File: src/rtl/tdm_pkg.sv
// Shared definitions for the TDM transmit and receive paths.
package tdm_pkg;

  // Framing state: searching for slot 0, or locked to the frame.
  typedef enum logic {
    HUNT = 1'b0,
    RUN  = 1'b1
  } tdm_state_t;

  // Width of a slot index for an n-slot frame. Never narrower than one bit.
  function automatic int slot_w(input int n);
    return (n > 1) ? $clog2(n) : 1;
  endfunction

endpackage

File: src/rtl/tdm_slot_counter.sv
// Wrapping slot index 0..N-1 with clear, load-1 and increment controls.
// The wrap compares against N-1 explicitly, so non-power-of-2 N never
// reaches N.
module tdm_slot_counter
  import tdm_pkg::*;
#(
  parameter  int N  = 4,
  localparam int SW = slot_w(N)
) (
  input  logic          clk,
  input  logic          n_reset,
  input  logic          i_inc,
  input  logic          i_clear,
  input  logic          i_load1,
  output logic [SW-1:0] o_slot,
  output logic          o_is_last
);

  localparam logic [SW-1:0] LAST = SW'(N - 1);
  localparam logic [SW-1:0] ONE  = SW'(1);

  logic [SW-1:0] r_slot;

  // Slot register: clear wins over load-1, which wins over increment.
  // NOTE: state is updated with non-blocking assignments so every register
  // samples its inputs from before the edge, independent of block ordering.
  always_ff @(posedge clk or negedge n_reset) begin
    if (!n_reset) begin
      r_slot <= '0;
    end else if (i_clear) begin
      r_slot <= '0;
    end else if (i_load1) begin
      r_slot <= ONE;
    end else if (i_inc) begin
      r_slot <= (r_slot == LAST) ? '0 : r_slot + ONE;
    end
  end

  assign o_slot    = r_slot;
  assign o_is_last = (r_slot == LAST);

endmodule

File: src/rtl/tdm_demux.sv
// TDM receiver: collects N slot samples into shadow registers and, on the
// last slot, transfers the whole frame to ch_out in a single edge.
module tdm_demux
  import tdm_pkg::*;
#(
  parameter  int N  = 4,
  parameter  int W  = 1,
  localparam int SW = slot_w(N)
) (
  input  logic          clk,
  input  logic          n_reset,
  input  logic [W-1:0]  din,
  input  logic          din_valid,
  input  logic          frame_sync,
  output logic [W-1:0]  ch_out [N],
  output logic          frame_valid,
  output logic          sync_err,
  output logic [SW-1:0] slot
);

  tdm_state_t    r_state;
  tdm_state_t    w_next_state;
  logic [W-1:0]  r_shadow [N-1];   // slot N-1 goes straight from din to ch_out
  logic [W-1:0]  r_ch_out [N];
  logic          r_frame_valid;
  logic          r_sync_err;

  logic [SW-1:0] w_slot;
  logic          w_is_last;
  logic          w_inc;
  logic          w_clear;
  logic          w_load1;
  logic          w_store;
  logic          w_commit;
  logic          w_err;
  logic [SW-1:0] w_store_idx;

  tdm_slot_counter #(.N(N)) u_slot_counter (
    .clk       (clk),
    .n_reset   (n_reset),
    .i_inc     (w_inc),
    .i_clear   (w_clear),
    .i_load1   (w_load1),
    .o_slot    (w_slot),
    .o_is_last (w_is_last)
  );

  // A sync-marked sample always lands in slot 0, whatever the counter says.
  assign w_store_idx = frame_sync ? '0 : w_slot;

  // Framing decisions for the accepted sample; idle cycles change nothing.
  // NOTE: every output gets a default first so no path can infer a latch.
  always_comb begin
    w_next_state = r_state;
    w_inc        = 1'b0;
    w_clear      = 1'b0;
    w_load1      = 1'b0;
    w_store      = 1'b0;
    w_commit     = 1'b0;
    w_err        = 1'b0;
    if (din_valid) begin
      unique case (r_state)
        HUNT: begin
          if (frame_sync) begin
            w_store      = 1'b1;
            w_load1      = 1'b1;
            w_next_state = RUN;
          end
        end
        RUN: begin
          if (frame_sync) begin
            // Early sync discards the partial frame and restarts at slot 0.
            w_err   = (w_slot != '0);
            w_store = 1'b1;
            w_load1 = 1'b1;
          end else if (w_slot == '0) begin
            // Expected a frame start but none came: lose lock.
            w_err        = 1'b1;
            w_clear      = 1'b1;
            w_next_state = HUNT;
          end else if (w_is_last) begin
            w_commit = 1'b1;
            w_clear  = 1'b1;
          end else begin
            w_store = 1'b1;
            w_inc   = 1'b1;
          end
        end
        default: w_next_state = HUNT;
      endcase
    end
  end

  // Framing state and single-cycle status pulses.
  always_ff @(posedge clk or negedge n_reset) begin
    if (!n_reset) begin
      r_state       <= HUNT;
      r_frame_valid <= 1'b0;
      r_sync_err    <= 1'b0;
    end else begin
      r_state       <= w_next_state;
      r_frame_valid <= w_commit;
      r_sync_err    <= w_err;
    end
  end

  // Shadow registers for slots 0..N-2 and the atomic frame transfer.
  // NOTE: these arrays are real registers, not RAM, and must come out of
  // reset as zero, so every element is reset in a loop.
  always_ff @(posedge clk or negedge n_reset) begin
    if (!n_reset) begin
      for (int k = 0; k < N - 1; k++) r_shadow[k] <= '0;
      for (int k = 0; k < N; k++)     r_ch_out[k] <= '0;
    end else begin
      for (int k = 0; k < N - 1; k++) begin
        if (w_store && (w_store_idx == SW'(k))) r_shadow[k] <= din;
      end
      if (w_commit) begin
        for (int k = 0; k < N - 1; k++) r_ch_out[k] <= r_shadow[k];
        r_ch_out[N-1] <= din;
      end
    end
  end

  assign ch_out      = r_ch_out;
  assign frame_valid = r_frame_valid;
  assign sync_err    = r_sync_err;
  assign slot        = w_slot;

endmodule

File: config.mk
export PLATFORM = sky130hd
export DESIGN_NAME = tdm_demux
export DESIGN_NICKNAME = d
export VERILOG_FILES = /design/src/rtl/tdm_pkg.sv /design/src/rtl/tdm_slot_counter.sv /design/src/rtl/tdm_demux.sv
export SDC_FILE = /design/constraint.sdc
export NUM_CORES = 1
export LEC_CHECK = 0
export CORE_AREA = 2 2 41 43
export CTS_CLUSTER_DIAMETER = 150
export DETAILED_ROUTE_END_ITERATION = 7
export DIE_AREA = 0 0 43 45
export REMOVE_ABC_BUFFERS = 1
export SETUP_SLACK_MARGIN = 0.5
export SLEW_MARGIN = 20
export SYNTH_ARGS = -nofsm -noshare
export SYNTH_HDL_FRONTEND = slang
export SYNTH_SLANG_ARGS = --single-unit
File: constraint.sdc
create_clock -name clk -period 2.9 [get_ports clk]
set_input_delay 0.435 -clock clk [delete_from_list [all_inputs] [get_ports clk]]
set_output_delay 0.435 -clock clk [all_outputs]
set_load 0.05 [all_outputs]
==> flow_summary.toml <==
[run_status]
status = "finished clean"

[grt]
grt_usage_pct = 12.4
antenna_found_initial = 0
use_met3_pct = 4.00
busiest_layer = "met1"
met1_usage_pct = 16.8
grt_max_degree = 13
grt_util_met2_pct = 14.5
grt-ovfl-total = 0
grt_pass1_vias = 349
grt_pass1_wl_mm = 1.60

[synthesis]
synthCells = 44
synth_top_area_share_pct = 53.6
yosysUniqueCellTypes = 20
synth_top_family_by_area = "multiplexers"
synth-simple-area-share_pct = 10.7
synth_commonest_cells = "12 x dfrtp_1, 6 x mux2_2, 4 x inv_1"
yosysMostFrequentCell = "dfrtp_1"
synth-main-ff-cell = "dfrtp_1"
yosysTopAreaCell = "dfrtp_1"
synth-compound-area-share_pct = 8.93
yosysWarnings = 0
synthXorXnorAreaFrac_pct = 0
synth_area_um2 = 561
synthAdderAreaFrac_pct = 6.70
ys_async_sr_fraction_pct = 100
ys_seq_area_share_pct = 53.6
synthTopCellsByArea = "dfrtp_1 54%, mux2_2 12%, ha_1 6.7%"
synth_edf_count = 0
avgSynthCellArea_um2 = 12.7
synthMuxAreaShare_pct = 14.7
ys_seq_elements = 12

[floorplanning]
rows = 14
core_area_um2 = 1470
pin_count = 13
dieArea_um2 = 1940
die_h_um = 45
start_util_pct = 38.1
die_width_um = 43

[setup_path]
cp_cell_sequence = "clkdlybuf4s50_1"
crit_slowest_cell = "clkdlybuf4s50_1"
required_ns = 2.47
ff2ff_path_depth = 5
slowest_delay_ns = 0.84
startpoint_type = "register"
reg2reg_from = "u_slot_counter.o_slot[0]"
crit_fanout = 7
crit_arrival_ns = 1.56
critPathTopFamily = "buffers and inverters"
r2r_setup_slack_ns = 1.21
timing_worst_setup_path_type = "reg -> out"
timing.critical_path.to_type = "output pin"
cp_num_buf_inv = 1
rr_endpoint = "r_shadow[0]"

[min_path]
hold_end = "ch_out[0]"
hp-start = "ch_out[0]"
worstHoldPathCells = 1
hold_path_class = "reg -> reg"

[placed_design]
io_buffer_count = 12
post-place-cells = 70
placed_cell_area_um2 = 686
place_hpwl_um = 675
gp_congestion = 0.803

[clock_network]
hold_buffers = 0
cts_inserted_buffers = 3
post_cts_buffers = 0
cts_resized = 0
clk_root_buffer_cell = "clkbuf_4"
cts_buffer_depth = 2
cts.sinks = 12
cts_tree = "yes"
cts.clk_slew.worst_paths_ns = 0.07
htreeDepth = 1
clk_latency_ns = 0.26

[route]
dr.first_iter.drc_count = 1
vias_per_cell = 5.12
drc = 0
wl_per_cell_um = 12.6
vias = 374
ant_nets = 0
dr.pass1.iters = 2
routed_wl_um = 920

[finish]
final_util_pct = 48.1
final_area_um2 = 708
syn_to_final_growth_pct = 26.3
fillers = 137
nets = 67
diodes = 0
layout-drive-gt1-share_pct = 21.1
final_cells = 73

[timing]
rsz0062_at_grt = "false"
final-setup-viol-count = 0
min_period_over_period_pct = 68.8
tightest_slew_ns = 0.525
fin_skew_ns = 0.00504
fin_crit_ns = 1.99
max_freq_mhz = 502
worst_hold_slack_ns = 0.503
tns_ns = 0
relSlewSlack_pct = 64.9
finalHoldViolations = 0
slew_violations = 0

[power]
irDropWorstVdd_mv = 0.374
power_leakage_nw = 0.338
power_density_nw_per_um2 = 1060

[job]
drv_cap = 0
report_power, final:
| part | leakage [nW] | switching, mW | internal, mW | total (mW) |
|---|---|---|---|---|
| logic | 0.173 | 0.220 | 0.150 | 0.370 |
| registers | 0.151 | 0.0517 | 0.229 | 0.281 |
| clock network | 0.0138 | 0.0487 | 0.0479 | 0.0965 |
state kept, by name, summed over array words and instances, names as in the netlist:
signal and flops:
ch_out 4, frame_valid 1, r_shadow 3, r_state 1, sync_err 1, u_slot_counter.o_slot 2
placed cells by master (no fill, tap or decap), types with 2 or more instances in the layout:
cell type	Yosys	routed
clkbuf_4	0	3
clkdlybuf4s50_1	0	12
dfrtp_1	12	12
ha_1	3	3
inv_1	4	4
mux2_2	6	6
nand2_1	2	2
nor3_1	2	2
per-layer routing:
metal  share of wire (%)  wire length, µm  vias to the layer above
met1                  50              456                      179
met3                 3.9               36                        2
met5                   0                0                        -
li1                    -                -                      185
met2                  44              406                        8
met4                 2.3               21                        0
final cells by class:
type / instances / area (µm²) / area share [%]
flip-flops and latches: 12 / 300 / 42.4
multi-input cells: 26 / 230 / 32.5
repair buffers: 12 / 120 / 17.0
clock buffers: 3 / 22.5 / 3.18
well taps: 16 / 20.0 / 2.83
inverters: 4 / 15.0 / 2.12
kinds of logic after synthesis:
| group | Yosys count |
|---|---|
| AOI/OAI and AO/OA | 7 |
| adders and majority gates | 3 |
| buffers and inverters | 6 |
| DFF | 12 |
| muxes | 7 |
| and+or+nand+nor | 9 |
how the worst max path moves through the flow:
stage | cells past startpoint | to | startpoint | slack (ns)
6_report | 1 | slot[0] | u_slot_counter.o_slot[0] | 0.91
5_1_grt | 1 | slot[0] | u_slot_counter.o_slot[0] | 0.83
4_1_cts | 1 | slot[0] | u_slot_counter.o_slot[0] | 0.89
3_5_place_dp | 4 | r_shadow[0] | din_valid | 0.95
3_3_place_gp | 4 | r_shadow[0] | din_valid | 0.97
2_1_floorplan | 5 | r_shadow[2] | u_slot_counter.o_slot[0] | 1.00
stage by stage:
| step | total power [mW] | worst slack [ns] |
|---|---|---|
| after floorplan | 0.539 | 1.00 |
| after global placement | 0.658 | 0.971 |
| after detailed placement | 0.656 | 0.952 |
| final | 0.747 | 0.906 |
| after global routing | 0.797 | 0.825 |
| after CTS | 0.758 | 0.892 |
(Power assumes the default switching activity.)
